==> src/rtl/video_timing_rx_if.sv <==
// Parallel video input and recovered pixel/measurement outputs of video_timing_rx.
// The source drives the master side; the receiver sits on the slave side.
interface video_timing_rx_if #(
   parameter int unsigned CNT_W = 12
) ();
   logic             vid_hs;
   logic             vid_vs;
   logic             vid_de;
   logic [23:0]      vid_rgb;
   logic             pix_valid;
   logic [23:0]      pix_data;
   logic [CNT_W-1:0] pix_x;
   logic [CNT_W-1:0] pix_y;
   logic             sof;
   logic             eol;
   logic [CNT_W-1:0] meas_h_total;
   logic [CNT_W-1:0] meas_h_disp;
   logic [CNT_W-1:0] meas_v_total;
   logic [CNT_W-1:0] meas_v_disp;
   logic             locked;
   logic             timing_err;

   modport master (
      output vid_hs, vid_vs, vid_de, vid_rgb,
      input  pix_valid, pix_data, pix_x, pix_y, sof, eol,
      input  meas_h_total, meas_h_disp, meas_v_total, meas_v_disp, locked, timing_err
   );

   modport slave (
      input  vid_hs, vid_vs, vid_de, vid_rgb,
      output pix_valid, pix_data, pix_x, pix_y, sof, eol,
      output meas_h_total, meas_h_disp, meas_v_total, meas_v_disp, locked, timing_err
   );
endinterface

==> src/rtl/video_timing_rx.sv <==
// Receive-side video timing recovery: pixel coordinates, sof/eol markers,
// line/frame timing measurement and lock detection for an hs/vs/de/rgb stream.
module video_timing_rx #(
   parameter int unsigned SYNC_POL    = 0,
   parameter int unsigned LOCK_FRAMES = 2,
   parameter int unsigned CNT_W       = 12
) (
   input logic              clk,
   input logic              rst_n,
   video_timing_rx_if.slave vid_if
);

   localparam logic [CNT_W-1:0] CntOne   = CNT_W'(1);
   localparam logic [CNT_W-1:0] CntMax   = '1;
   localparam logic [CNT_W-1:0] CntMaxM1 = CntMax - CntOne;
   localparam logic [3:0]       LockCnt  = 4'(LOCK_FRAMES);

   typedef enum logic [1:0] {StSearch, StMeasure, StVerify, StLocked} state_e;

   // Input stage: syncs are normalised to active-high before registering
   logic             r_hs_a, r_vs_a, r_de1;
   logic [23:0]      r_rgb1;
   logic             r_hs2, r_vs2;
   logic             w_hs_start, w_vs_start;

   // Pixel path
   logic             r_pix_valid;
   logic [23:0]      r_pix_data;
   logic [CNT_W-1:0] r_pix_x, r_pix_y, r_row;
   logic             r_sof, r_eol;
   logic [CNT_W-1:0] w_x_nxt;

   // Line / frame measurement
   logic [CNT_W-1:0] r_hcnt, r_decnt, r_vcnt, r_actcnt;
   logic [CNT_W-1:0] r_line_total, r_line_disp;
   logic             r_tot_vld, r_disp_vld, r_frame_bad;
   logic [CNT_W-1:0] w_line_total;
   logic             w_de_line, w_line_bad;
   logic [CNT_W-1:0] w_t_htot, w_t_hdisp, w_t_vtot, w_t_vdisp;
   logic             w_t_bad, w_ovf, w_match;

   // Lock FSM
   state_e           r_state;
   logic [3:0]       r_match_cnt;
   logic [3:0]       w_cnt_inc;
   logic [CNT_W-1:0] r_meas_htot, r_meas_hdisp, r_meas_vtot, r_meas_vdisp;
   logic             r_locked, r_terr;

   assign w_hs_start = r_hs_a & ~r_hs2;
   assign w_vs_start = r_vs_a & ~r_vs2;

   always_ff @(posedge clk or negedge rst_n) begin
      if (!rst_n) begin
         r_hs_a <= 1'b0;
         r_vs_a <= 1'b0;
         r_de1  <= 1'b0;
         r_rgb1 <= '0;
         r_hs2  <= 1'b0;
         r_vs2  <= 1'b0;
      end else begin
         r_hs_a <= (SYNC_POL != 0) ? vid_if.vid_hs : ~vid_if.vid_hs;
         r_vs_a <= (SYNC_POL != 0) ? vid_if.vid_vs : ~vid_if.vid_vs;
         r_de1  <= vid_if.vid_de;
         r_rgb1 <= vid_if.vid_rgb;
         r_hs2  <= r_hs_a;
         r_vs2  <= r_vs_a;
      end
   end

   assign w_x_nxt = r_de1 ? (r_pix_valid ? r_pix_x + CntOne : '0) : '0;

   always_ff @(posedge clk or negedge rst_n) begin
      if (!rst_n) begin
         r_pix_valid <= 1'b0;
         r_pix_data  <= '0;
         r_pix_x     <= '0;
         r_pix_y     <= '0;
         r_row       <= '0;
         r_sof       <= 1'b0;
         r_eol       <= 1'b0;
      end else begin
         r_pix_valid <= r_de1;
         r_pix_data  <= r_de1 ? r_rgb1 : '0;
         r_pix_x     <= w_x_nxt;
         r_pix_y     <= r_de1 ? r_row : '0;
         r_sof       <= r_de1 && (w_x_nxt == '0) && (r_row == '0);
         // vid_de is the de that will follow the pixel now leaving stage 1
         r_eol       <= r_de1 && !vid_if.vid_de;
         if (w_vs_start) begin
            r_row <= '0;
         end else if (r_pix_valid && !r_de1) begin
            r_row <= r_row + CntOne;
         end
      end
   end

   // Frame tuple as seen at this cycle: a coincident hs start closes its line first
   always_comb begin
      w_line_total = r_hcnt + CntOne;
      w_de_line    = (r_decnt != '0);
      w_line_bad   = w_hs_start &&
                     ((r_tot_vld && (w_line_total != r_line_total)) ||
                      (w_de_line && r_disp_vld && (r_decnt != r_line_disp)));
      w_t_htot     = w_hs_start ? w_line_total : r_line_total;
      w_t_hdisp    = (w_hs_start && w_de_line) ? r_decnt : r_line_disp;
      w_t_vtot     = (w_hs_start && (r_vcnt != CntMax)) ? r_vcnt + CntOne : r_vcnt;
      w_t_vdisp    = (w_hs_start && w_de_line && (r_actcnt != CntMax)) ?
                     r_actcnt + CntOne : r_actcnt;
      w_t_bad      = r_frame_bad | w_line_bad;
      w_ovf        = (!w_hs_start && (r_hcnt == CntMaxM1)) ||
                     (w_hs_start && !w_vs_start && (r_vcnt == CntMaxM1));
      w_match      = (w_t_htot == r_meas_htot) && (w_t_hdisp == r_meas_hdisp) &&
                     (w_t_vtot == r_meas_vtot) && (w_t_vdisp == r_meas_vdisp);
      w_cnt_inc    = r_match_cnt + 4'd1;
   end

   always_ff @(posedge clk or negedge rst_n) begin
      if (!rst_n) begin
         r_hcnt       <= '0;
         r_decnt      <= '0;
         r_vcnt       <= '0;
         r_actcnt     <= '0;
         r_line_total <= '0;
         r_line_disp  <= '0;
         r_tot_vld    <= 1'b0;
         r_disp_vld   <= 1'b0;
         r_frame_bad  <= 1'b0;
      end else begin
         if (w_hs_start) begin
            r_hcnt       <= '0;
            r_decnt      <= r_de1 ? CntOne : '0;
            r_line_total <= w_line_total;
            r_tot_vld    <= 1'b1;
            if (w_de_line) begin
               r_line_disp <= r_decnt;
               r_disp_vld  <= 1'b1;
            end
         end else begin
            if (r_hcnt != CntMax) begin
               r_hcnt <= r_hcnt + CntOne;
            end
            if (r_de1 && (r_decnt != CntMax)) begin
               r_decnt <= r_decnt + CntOne;
            end
         end
         r_vcnt      <= w_t_vtot;
         r_actcnt    <= w_t_vdisp;
         r_frame_bad <= w_t_bad;
         if (w_vs_start) begin
            r_vcnt      <= '0;
            r_actcnt    <= '0;
            r_frame_bad <= 1'b0;
            r_tot_vld   <= 1'b0;
            r_disp_vld  <= 1'b0;
         end
      end
   end

   always_ff @(posedge clk or negedge rst_n) begin
      if (!rst_n) begin
         r_state      <= StSearch;
         r_match_cnt  <= '0;
         r_meas_htot  <= '0;
         r_meas_hdisp <= '0;
         r_meas_vtot  <= '0;
         r_meas_vdisp <= '0;
         r_locked     <= 1'b0;
         r_terr       <= 1'b0;
      end else begin
         r_terr <= 1'b0;
         if (w_ovf) begin
            r_state     <= StSearch;
            r_match_cnt <= '0;
            r_locked    <= 1'b0;
            r_terr      <= 1'b1;
         end else if (w_vs_start) begin
            unique case (r_state)
               StSearch: begin
                  r_state <= StMeasure;
               end
               StMeasure: begin
                  r_meas_htot  <= w_t_htot;
                  r_meas_hdisp <= w_t_hdisp;
                  r_meas_vtot  <= w_t_vtot;
                  r_meas_vdisp <= w_t_vdisp;
                  r_match_cnt  <= 4'd1;
                  if (LockCnt <= 4'd1) begin
                     r_state  <= StLocked;
                     r_locked <= 1'b1;
                  end else begin
                     r_state <= StVerify;
                  end
               end
               StVerify: begin
                  if (w_match && !w_t_bad) begin
                     r_match_cnt <= w_cnt_inc;
                     if (w_cnt_inc >= LockCnt) begin
                        r_state  <= StLocked;
                        r_locked <= 1'b1;
                     end
                  end else begin
                     r_meas_htot  <= w_t_htot;
                     r_meas_hdisp <= w_t_hdisp;
                     r_meas_vtot  <= w_t_vtot;
                     r_meas_vdisp <= w_t_vdisp;
                     r_match_cnt  <= 4'd1;
                     r_terr       <= 1'b1;
                  end
               end
               StLocked: begin
                  if (!w_match || w_t_bad) begin
                     r_meas_htot  <= w_t_htot;
                     r_meas_hdisp <= w_t_hdisp;
                     r_meas_vtot  <= w_t_vtot;
                     r_meas_vdisp <= w_t_vdisp;
                     r_match_cnt  <= 4'd1;
                     r_terr       <= 1'b1;
                     r_locked     <= 1'b0;
                     r_state      <= StVerify;
                  end
               end
               default: begin
                  r_state <= StSearch;
               end
            endcase
         end
      end
   end

   assign vid_if.pix_valid    = r_pix_valid;
   assign vid_if.pix_data     = r_pix_data;
   assign vid_if.pix_x        = r_pix_x;
   assign vid_if.pix_y        = r_pix_y;
   assign vid_if.sof          = r_sof;
   assign vid_if.eol          = r_eol;
   assign vid_if.meas_h_total = r_meas_htot;
   assign vid_if.meas_h_disp  = r_meas_hdisp;
   assign vid_if.meas_v_total = r_meas_vtot;
   assign vid_if.meas_v_disp  = r_meas_vdisp;
   assign vid_if.locked       = r_locked;
   assign vid_if.timing_err   = r_terr;

endmodule

==> src/flat_wrapper.sv <==
// flat-port wrapper written by rule: the top's interface ports become plain ports
module video_timing_rx_flat 
#(
   parameter int unsigned SYNC_POL    = 0,
   parameter int unsigned LOCK_FRAMES = 2,
   parameter int unsigned CNT_W       = 12
)
  (clk, rst_n, vid_if_vid_hs, vid_if_vid_vs, vid_if_vid_de, vid_if_vid_rgb, vid_if_pix_valid, vid_if_pix_data, vid_if_pix_x, vid_if_pix_y, vid_if_sof, vid_if_eol, vid_if_meas_h_total, vid_if_meas_h_disp, vid_if_meas_v_total, vid_if_meas_v_disp, vid_if_locked, vid_if_timing_err);
  video_timing_rx_if #(.CNT_W(CNT_W)) vid_if_i ();
  input logic clk;
  input logic rst_n;
  input wire logic [$bits(vid_if_i.vid_hs)-1:0] vid_if_vid_hs;
  input wire logic [$bits(vid_if_i.vid_vs)-1:0] vid_if_vid_vs;
  input wire logic [$bits(vid_if_i.vid_de)-1:0] vid_if_vid_de;
  input wire logic [$bits(vid_if_i.vid_rgb)-1:0] vid_if_vid_rgb;
  output wire logic [$bits(vid_if_i.pix_valid)-1:0] vid_if_pix_valid;
  output wire logic [$bits(vid_if_i.pix_data)-1:0] vid_if_pix_data;
  output wire logic [$bits(vid_if_i.pix_x)-1:0] vid_if_pix_x;
  output wire logic [$bits(vid_if_i.pix_y)-1:0] vid_if_pix_y;
  output wire logic [$bits(vid_if_i.sof)-1:0] vid_if_sof;
  output wire logic [$bits(vid_if_i.eol)-1:0] vid_if_eol;
  output wire logic [$bits(vid_if_i.meas_h_total)-1:0] vid_if_meas_h_total;
  output wire logic [$bits(vid_if_i.meas_h_disp)-1:0] vid_if_meas_h_disp;
  output wire logic [$bits(vid_if_i.meas_v_total)-1:0] vid_if_meas_v_total;
  output wire logic [$bits(vid_if_i.meas_v_disp)-1:0] vid_if_meas_v_disp;
  output wire logic [$bits(vid_if_i.locked)-1:0] vid_if_locked;
  output wire logic [$bits(vid_if_i.timing_err)-1:0] vid_if_timing_err;
  assign vid_if_i.vid_hs = vid_if_vid_hs;
  assign vid_if_i.vid_vs = vid_if_vid_vs;
  assign vid_if_i.vid_de = vid_if_vid_de;
  assign vid_if_i.vid_rgb = vid_if_vid_rgb;
  assign vid_if_pix_valid = vid_if_i.pix_valid;
  assign vid_if_pix_data = vid_if_i.pix_data;
  assign vid_if_pix_x = vid_if_i.pix_x;
  assign vid_if_pix_y = vid_if_i.pix_y;
  assign vid_if_sof = vid_if_i.sof;
  assign vid_if_eol = vid_if_i.eol;
  assign vid_if_meas_h_total = vid_if_i.meas_h_total;
  assign vid_if_meas_h_disp = vid_if_i.meas_h_disp;
  assign vid_if_meas_v_total = vid_if_i.meas_v_total;
  assign vid_if_meas_v_disp = vid_if_i.meas_v_disp;
  assign vid_if_locked = vid_if_i.locked;
  assign vid_if_timing_err = vid_if_i.timing_err;
  video_timing_rx #(.SYNC_POL(SYNC_POL), .LOCK_FRAMES(LOCK_FRAMES), .CNT_W(CNT_W)) u_core (.clk(clk), .rst_n(rst_n), .vid_if(vid_if_i));
endmodule
==> config.mk <==
export PLATFORM = sky130hd
export DESIGN_NAME = video_timing_rx_flat
export DESIGN_NICKNAME = d
export VERILOG_FILES = /design/src/rtl/video_timing_rx_if.sv /design/src/rtl/video_timing_rx.sv /design/src/flat_wrapper.sv
export SDC_FILE = /design/constraint.sdc
export NUM_CORES = 1
export LEC_CHECK = 0
export ABC_CLOCK_PERIOD_IN_PS = 5500
export CORE_MARGIN = 1.5
export CORE_UTILIZATION = 47
export CTS_CLUSTER_DIAMETER = 100
export DETAILED_ROUTE_END_ITERATION = 16
export PLACE_DENSITY = 0.69
export SYNTH_ARGS = -nofsm -noshare
export SYNTH_HDL_FRONTEND = slang
export SYNTH_SLANG_ARGS = --single-unit
==> constraint.sdc <==
create_clock -name clk -period 5.5 [get_ports clk]
set_input_delay 1.1 -clock clk [delete_from_list [all_inputs] [get_ports clk]]
set_output_delay 1.1 -clock clk [all_outputs]
set_load 0.02 [all_outputs]
==> flow_summary.ini, run 1 <==
[final_layout]
drive_gt1_share_pct = 7.18
final_core_util_pct = 57.2
nNetsFinal = 1308
num_antenna_cells = 0
fillers = 2065
areaGrowthSynthToFinish_pct = 20.4

[yosys]
synthMostInstantiatedCell = dfrtp_1
netlist_area_sq_mm = 0.0115
yosysSeqAreaShare_pct = 48.6
syn_area_per_cell_sq_um = 9.85
synthFlopType = dfrtp_1
synth-edff-count = 0
syn_inst = 1166
synth.distinct_cells = 85
synth_nets = 1210
synth.largest_area_cell = dfrtp_1
yosysTopAreaCellShare_pct = 48.6
yosys-top-cells-area = dfrtp_1 (49%), xnor2_1 (4.4%), o21ai_0 (3.3%), nor2_1 (3.0%), xor2_1 (3.0%)
async_reset_ff_share_pct = 100
ys_ff_latch = 223
yosys_warnings = 0
ys_top_cells_by_count = dfrtp_1 (223), nor2_1 (92), nand2_1 (86), o21ai_0 (75), xnor2_1 (58)

[sta]
slew_headroom_pct = 24.1
setup_tns_ps = 0
maxSlewViolCount = 0
finalCritPeriodShare_pct = 82.1
setup_viol = 0
finalHoldViolations = 0
rsz0062_at_grt = false
worstMarginPinSlew_ps = 1130
skew_ps = 14.0
fin_crit_ps = 4520
fmax_ghz = 0.221

[grt]
grt_pass1_wl_mm = 50.2
antenna_found_initial = 0
grt_pass1_vias = 8943
grt.total_usage_pct = 24.6
grt_start_max_net_pins = 129
globalRouteOverflowTotal = 0

[critical_path]
cp-startpoint = u_core.r_hs2
ff2ff_setup_slack_ps = 980
r2r_cells = 11
cp.arrival_ps = 4920
crit_fanout = 45
critical_path_class = reg2reg
worstSetupEndpointType = register
critPathLaunchType = register
worst_ep_required_time_ps = 5900
cp-endpoint = u_core.vid_if.meas_h_disp[0]
r2r-start = u_core.r_hs2
timing.rr.end = u_core.vid_if.meas_h_disp[0]

[placed_design]
gp_congestion = 0.977
io_buffers = 129
dp_hpwl_mm = 22.0

[die]
io_pins = 130
start_util_pct = 47.5
fp.dieH_microns = 159
coreArea_sq_mm = 0.0242
dieArea_sq_mm = 0.0254
die_x_microns = 159
rows = 57

[cts]
cts_setup_buffers = 0
cts-root-buf = clkbuf_16
cts_hold_buf = 0
numClockSinks = 223
cts_tree = built
clk_pin_slew_ps = 60
cts_buffer_depth = 3
cts_buffers = 25
cts_resized = 0
insertion_delay_ps = 520
cts_htree_levels = 1

[power_and_ir_drop]
ir_worst_vdd_mv = 0.183
p_per_area_mw_per_mm2 = 362
combPwrFrac_pct = 24.6
clkPwrFrac_pct = 34.4
p_switching_mw = 1.59
p_leak_nw = 5.86
power_frac_seq_pct = 41.0
p_sw_share_pct = 31.8
p_int_mw = 3.41

[detailed_routing]
drcViolationCount = 0
vias = 9226
drtIter0Drc = 807
dr.pass1.iters = 5
wirelength_mm = 30.6
drt-wirelength-per-cell_microns = 19.1
vias_per_cell = 5.74
postRouteAntennaNets = 0

[min_path]
min_path_type = reg2reg

[outcome]
status = finished clean

[flow_run]
drv_cap = 0
logic make-up (layout without fill, tap and decap cells):
group | after synthesis | count (layout) | synth area share, %
AND/OR/NAND/NOR | 454 | 454 | 21.3
AO/OA/AOI/OAI | 228 | 228 | 13.3
flip-flops | 223 | 223 | 48.6
buffers and inverters | 115 | 231 | 4.41
XOR/XNOR | 98 | 98 | 7.59
multiplexers | 33 | 33 | 3.25
adder cells (fa/ha/maj) | 15 | 15 | 1.63
through the flow:
stage          power, mW  setup WS (ps)  hold WS (ps)  instances  instance area, sq um
5_1_grt             5.24            600           428       1606                 13800
3_3_place_gp        3.28           1170           386       1561                 13000
4_1_cts             5.02           1060           407       1606                 13800
2_1_floorplan       2.81           1890           368       1166                 11500
3_5_place_dp        3.29           1090           390       1561                 13000
6_report            5.00            985           403       1606                 13800
flip-flops by register name, summed over array words and instances (netlist names), 2 cells and up:
register,count
u_core.vid_if.meas_h_total,12
u_core.r_line_disp,12
u_core.r_line_total,12
u_core.vid_if.meas_v_total,12
u_core.r_hcnt,12
u_core.r_rgb1,24
u_core.r_decnt,12
u_core.r_state,2
u_core.vid_if.meas_v_disp,12
u_core.r_row,12
u_core.r_actcnt,12
u_core.vid_if.pix_x,12
u_core.vid_if.pix_data,24
u_core.vid_if.pix_y,12
u_core.vid_if.meas_h_disp,12
u_core.r_match_cnt,4
u_core.r_vcnt,12
cells in the final DEF, fill, tap and decap left out, types with 9 or more instances in the layout:
cell	Yosys	final
nor3_1	22	22
xor2_1	39	39
nand4_1	24	24
ha_1	15	15
and2_1	45	45
o21ai_0	75	75
nor2b_1	22	20
nor4_1	20	20
mux2_2	16	16
buf_4	2	9
clkbuf_16	0	25
or3_1	15	15
dfrtp_1	223	223
clkdlybuf4s50_1	0	128
nand2_1	86	86
nand3_1	47	47
xnor2_1	58	58
or4_1	9	9
a21oi_1	46	46
inv_1	47	47
nand2b_1	16	16
and3_1	18	18
nor2_1	92	92
a211oi_1	10	10
worst min path at each step:
stage                        from           end  slack (ps)  cells after the start
finish              u_core.r_vs_a  u_core.r_vs2         400                      0
global route        u_core.r_vs_a  u_core.r_vs2         430                      0
CTS                 u_core.r_vs_a  u_core.r_vs2         410                      0
detailed placement  u_core.r_vs_a  u_core.r_vs2         390                      0
global placement    u_core.r_vs_a  u_core.r_vs2         390                      0
floorplan           u_core.r_vs_a  u_core.r_vs2         370                      0
metal layers:
layer	wire [microns]	GRT usage (%)
met1	14600	37.7
met2	13600	36.9
met3	1870	3.26
met4	537	5.45
met5	0	0
power by group through the flow:
stage	sequential (mW)	combinational, mW	clock, mW
6_report	2.05	1.23	1.72
5_1_grt	2.07	1.34	1.83
3_5_place_dp	2.07	1.22	0
3_3_place_gp	2.07	1.21	0
4_1_cts	2.04	1.23	1.76
2_1_floorplan	2.05	0.757	0
cell type report:
type | count | area [sq um] | area share [%]
inverters | 47 | 176 | 1.28
multi-input cells | 828 | 5420 | 39.2
clock inverters | 11 | 140 | 1.01
clock buffers | 34 | 719 | 5.21
well taps | 324 | 405 | 2.93
repair buffers | 139 | 1380 | 10.0
flip-flops and latches | 223 | 5580 | 40.4
worst max-delay path, stage by stage, from the launching register on:
cell	delay, ps
dfrtp_1	470
nand2b_1	590
buf_4	390
or3_1	390
and3_1	230
a221oi_1	390
nand4_1	140
nor4_1	310
nand4_1	370
o31ai_4	280
buf_4	420
mux2_2	390
Note: power is estimated with default switching activity, not from simulation.
==> run 2: changes to the inputs <==
ABC_CLOCK_PERIOD_IN_PS = 4700   (was 5500)
clock period = 4.7 ns   (was 5.5 ns; I/O delays follow)
==> run 2 against run 1 <==
Combinational power grew 18%. Via count is 0.41% higher. Final area rose by 0.63%. Sequential power up 17%. Highest routed layer unchanged. Critical endpoint is now u_core.vid_if.meas_h_total[4]. Sequential share of layout area fell by 0.25 points. Power grew 16%.
==> flow_summary.ini, run 2 (same netlist as run 1, synthesis figures left out) <==
[outcome]
status = finished clean

[final_layout]
areaGrowthSynthToFinish_pct = 21.1
drive_gt1_share_pct = 7.97
num_antenna_cells = 0
mostFrequentLayoutCells = dfrtp_1 (223), clkdlybuf4s50_1 (128), nor2_1 (92), nand2_1 (86), o21ai_0 (75)
multi_input_comb_area_sq_mm = 0.00542
regArea_sq_mm = 0.00558
final_cell_count_no_fill = 1616
final_common_cell = dfrtp_1
nNetsFinal = 1322
fillers = 2084

[critical_path]
crit_family = simple AND/OR/NAND/NOR gates
critical_path_class = reg2reg
r2r-start = u_core.r_vcnt[1]
cp_slowest_cell = or4_1
worstSetupEndpointType = register
timing.rr.end = u_core.vid_if.meas_h_total[4]
path_common_cell = buf_4
worst_ep_required_time_ps = 5100
cp.arrival_ps = 4830
path_cells = ha_1 -> nand3_1 -> or4_1 -> a21oi_1 -> o2111a_1 -> o2111ai_1 -> nor4_1 -> nand4_1 -> buf_4 -> o31ai_4 -> buf_4 -> mux2_2
cpPeakStageDelay_ps = 870
critPathLaunchType = register
r2r_cells = 12
crit_fanout = 21
ff2ff_setup_slack_ps = 280
path_buf_inv = 2

[die]
die_x_microns = 159
rows = 57
io_pins = 130
coreArea_sq_mm = 0.0242
dieArea_sq_mm = 0.0254
start_util_pct = 47.5
fp.dieH_microns = 159

[power_and_ir_drop]
p_switching_mw = 1.85
combPwrFrac_pct = 25.1
p_per_area_mw_per_mm2 = 416
p_int_mw = 3.93
power_frac_seq_pct = 41.3
clkPwrFrac_pct = 33.6
p_leak_nw = 5.91
p_sw_share_pct = 32.0
ir_worst_vdd_mv = 0.249

[detailed_routing]
drtIter0Drc = 860
vias_per_cell = 5.73
wirelength_mm = 30.7
postRouteAntennaNets = 0
drt-wirelength-per-cell_microns = 19.0
drcViolationCount = 0
vias = 9264
dr.pass1.iters = 5

[sta]
rsz0062_at_grt = false
setup_tns_ps = 0
setup_viol = 0
maxSlewViolCount = 0
worstMarginPinSlew_ps = 1060
finalHoldViolations = 0
finalCritPeriodShare_pct = 94.1
setup_slack_ps = 277
fmax_ghz = 0.226
skew_ps = 15.5
fin_crit_ps = 4420
slew_headroom_pct = 28.6

[cts]
cts_tree = built
numClockSinks = 223
cts_setup_buffers = 0
cts-root-buf = clkbuf_16
clk_pin_slew_ps = 60
cts_resized = 0
cts_hold_buf = 0
cts_buffers = 25
cts_buffer_depth = 3
insertion_delay_ps = 530
cts_htree_levels = 1

[grt]
globalRouteOverflowTotal = 0
grt.total_usage_pct = 24.4
grt_start_max_net_pins = 131
grt_pass1_wl_mm = 50.0
antenna_found_initial = 0
grt_pass1_vias = 8964

[placed_design]
gp_congestion = 0.966
io_buffers = 129
dp_hpwl_mm = 22.2
dp_slack_ps = 461
dp.cells = 1575

[flow_run]
drv_cap = 0

[min_path]
min_from = u_core.r_vs_a
min_path_type = reg2reg
whs_path_depth = 0
whs_endpoint = u_core.r_vs2
[run 2: cell count changes in the layout (fill, tap and decap cells not counted)]
cell / previous run / this run
buf_4: 9 / 21
clkbuf_1: 3 / 2
buf_12: 1 / 3
clkinv_2: 5 / 2
bufinv_16: 3 / 2
clkinv_4: 1 / 0
clkinvlp_4: 1 / 3
[run 2: worst max-delay path by stage]
stage	cells past startpoint	from	slack [ps]	endpoint
6_report	12	u_core.r_vcnt[1]	280	u_core.vid_if.meas_h_total[4]
5_1_grt	12	u_core.r_vcnt[1]	40	u_core.vid_if.meas_h_total[4]
4_1_cts	12	u_core.r_vcnt[1]	410	u_core.vid_if.meas_h_total[4]
3_5_place_dp	12	u_core.r_vcnt[1]	460	u_core.vid_if.meas_h_total[4]
3_3_place_gp	12	u_core.r_vcnt[1]	460	u_core.vid_if.meas_h_total[0]
2_1_floorplan	14	u_core.r_decnt[1]	1090	u_core.vid_if.meas_v_total[8]
[run 2: per-stage QoR]
stage                     power, mW  instance area, sq um  hold WS [ps]  util, %
after floorplan                3.28                 11500           368        -
after global placement         3.83                 13100           386     54.2
after detailed placement       3.85                 13100           404     54.2
after CTS                      5.81                 13900           416     57.5
after global routing           6.08                 13900           436     57.5
final                          5.78                 13900           409     57.5
[run 2: layout make-up]
type,count,share of cell area [%]
Tap cell,324,2.91
Inverter,47,1.27
Clock inverter,8,0.729
Timing Repair Buffer,153,10.9
Clock buffer,33,5.15
Multi-Input combinational cell,828,38.9
Sequential cell,223,40.1
[run 2: worst reg2reg max path, stage by stage, from the launching register on]
cell and delay [ps]:
dfrtp_1 440, ha_1 360, nand3_1 360, or4_1 870
a21oi_1 230, o2111a_1 310, o2111ai_1 130, nor4_1 320
nand4_1 140, buf_4 190, o31ai_4 230, buf_4 340
mux2_2 400
[run 2: power groups by stage]
stage	Combinational, mW	Clock, mW	Sequential [mW]
floorplan	0.886	0	2.40
global placement	1.43	0	2.41
detailed placement	1.44	0	2.41
CTS	1.45	1.98	2.38
global route	1.59	2.07	2.42
finish	1.45	1.94	2.39
[run 2: per-layer routing]
metal	global-route usage, %	wire length, microns	up-vias
met1	36.9	14300	4539
met4	6.09	587	0
met3	3.23	2030	42
met5	0	0	-
met2	37.1	13700	324
li1	-	-	4359
==> run 3: changes to the inputs <==
CORE_UTILIZATION = 57   (was 47)
PLACE_DENSITY = 0.81   (was 0.69)
==> run 3 against run 2 <==
Global-route usage is 6.6 points higher. Sequential power about the same. Register-to-register slack better by 80 ps. Via count increased by 3.1%. Largest cell class unchanged. Largest power group unchanged.
==> flow_summary.ini, run 3 (same netlist as run 1, synthesis figures left out) <==
[cts]
numClockSinks = 223
cts_buffer_depth = 3
cts_hold_buf = 0
cts-root-buf = clkbuf_16
clk_pin_slew_ps = 60
cts_htree_levels = 1
cts_buffers = 25
insertion_delay_ps = 540
cts_tree = built

[power_and_ir_drop]
ir_worst_vdd_mv = 0.287
combPwrFrac_pct = 25.8
p_sw_share_pct = 32.4
p_per_area_mw_per_mm2 = 421
power_frac_seq_pct = 40.5
clkPwrFrac_pct = 33.7
p_leak_nw = 5.97
p_switching_mw = 1.90
p_int_mw = 3.97

[die]
coreArea_sq_mm = 0.0196
die_x_microns = 145
dieArea_sq_mm = 0.0210
io_pins = 130
fp.dieH_microns = 145
start_util_pct = 58.6
rows = 51

[grt]
antenna_found_initial = 1
grt.total_usage_pct = 31.0
grt_pass1_wl_mm = 51.8
grt_start_max_net_pins = 121
grt_pass1_vias = 9418
globalRouteOverflowTotal = 0

[critical_path]
crit_fanout = 53
critPathLaunchType = register
worst_ep_required_time_ps = 5150
worstSetupEndpointType = register
critical_path_class = reg2reg
cp.arrival_ps = 4780

[sta]
finalCritPeriodShare_pct = 92.3
slew_headroom_pct = 25.8
rsz0062_at_grt = false
setup_viol = 0
fin_crit_ps = 4340
finalHoldViolations = 0
setup_tns_ps = 0
fmax_ghz = 0.230
skew_ps = 10.7
hold_ws_ps = 393
worstMarginPinSlew_ps = 1100
maxSlewViolCount = 0

[min_path]
min_path_type = reg2reg

[final_layout]
final_common_cell = dfrtp_1
mostFrequentLayoutCells = dfrtp_1 (223), clkdlybuf4s50_1 (128), nor2_1 (92), nand2_1 (86), o21ai_0 (75)
final_cell_count_no_fill = 1571
areaGrowthSynthToFinish_pct = 21.4
num_antenna_cells = 0
nNetsFinal = 1334
drive_gt1_share_pct = 8.73

[detailed_routing]
wirelength_mm = 32.3
postRouteAntennaNets = 0
drtIter0Drc = 897
dr.pass1.iters = 5
vias = 9551
vias_per_cell = 6.08
drcViolationCount = 0
drt-wirelength-per-cell_microns = 20.6

[placed_design]
dp.cells = 1521
gp_congestion = 0.967
dp_hpwl_mm = 22.9
io_buffers = 129

[outcome]
status = finished clean

[flow_run]
drv_cap = 0
run 3: changes by cell type in the layout (fill, tap and decap cells not counted), sizes merged:
cell | before | now
buf | 25 | 36
clkbuf | 33 | 36
clkinvlp | 3 | 2
nor2b | 22 | 23
run 3: worst max-delay path: stages (launching register included):
cell and delay, ps:
dfrtp_1 510, inv_1 100, ha_1 180, or4b_4 510, o31ai_4 510, buf_4 230, a22o_1 180, xor2_1 120
a21oi_1 180, nor4bb_1 380, nand4_2 250, o31ai_4 310, buf_12 300, buf_4 280, nand2_1 80, o21ai_0 90
run 3: final timing paths:
| check | end | startpoint | depth (start not counted) | slack (ps) |
|---|---|---|---|---|
| hold / removal | u_core.r_vs2 | u_core.r_vs_a | 0 | 390 |
| setup reg to reg | u_core.vid_if.meas_v_total[5] | u_core.r_decnt[1] | 15 | 360 |
| setup / recovery | u_core.vid_if.meas_v_total[5] | u_core.r_decnt[1] | 15 | 360 |
| min in group asynchronous | u_core.r_actcnt[3] | rst_n | 1 | 490 |
| max in group asynchronous | u_core.r_vcnt[5] | rst_n | 2 | 3160 |
| hold reg to reg | u_core.r_vs2 | u_core.r_vs_a | 0 | 390 |
run 3: routing by layer:
metal | GRT usage (%) | vias to the layer above | part of all wire, %
met1 | 43.9 | 4665 | 42
met4 | 11.0 | 0 | 3.5
met5 | 0 | - | 0
li1 | - | 4383 | -
met3 | 5.85 | 78 | 8.1
met2 | 47.8 | 425 | 46
run 3: power by group through the flow:
| stage | Sequential, mW | Combinational (mW) | Clock, mW |
|---|---|---|---|
| 2_1_floorplan | 2.40 | 0.886 | 0 |
| 3_3_place_gp | 2.40 | 1.45 | 0 |
| 3_5_place_dp | 2.40 | 1.47 | 0 |
| 4_1_cts | 2.37 | 1.48 | 2.00 |
| 5_1_grt | 2.41 | 1.64 | 2.09 |
| 6_report | 2.38 | 1.52 | 1.98 |
run 3: repair_timing:
item | CTS | global route
setup buffers | 0 | 6
resized for setup | 0 | 1
setup endpoints to repair | 0 | 33
run 3: area by class of cell:
class,instances,area [sq um]
fill,1484,5650
sequential,223,5580
multi-input combinational,829,5430
timing repair buffer,164,1600
clock buffer,36,727
tap,265,332
inverter,47,176
clock inverter,7,105
run 3: metrics by stage:
step / instance area [sq um] / total power, mW / setup WS [ps] / utilization [%]
2_1_floorplan: 11500 / 3.28 / 1090 / -
3_3_place_gp: 13100 / 3.85 / 499 / 66.6
3_5_place_dp: 13100 / 3.87 / 378 / 66.6
4_1_cts: 13900 / 5.86 / 343 / 70.9
5_1_grt: 13900 / 6.14 / 164 / 71.2
6_report: 13900 / 5.88 / 361 / 71.2
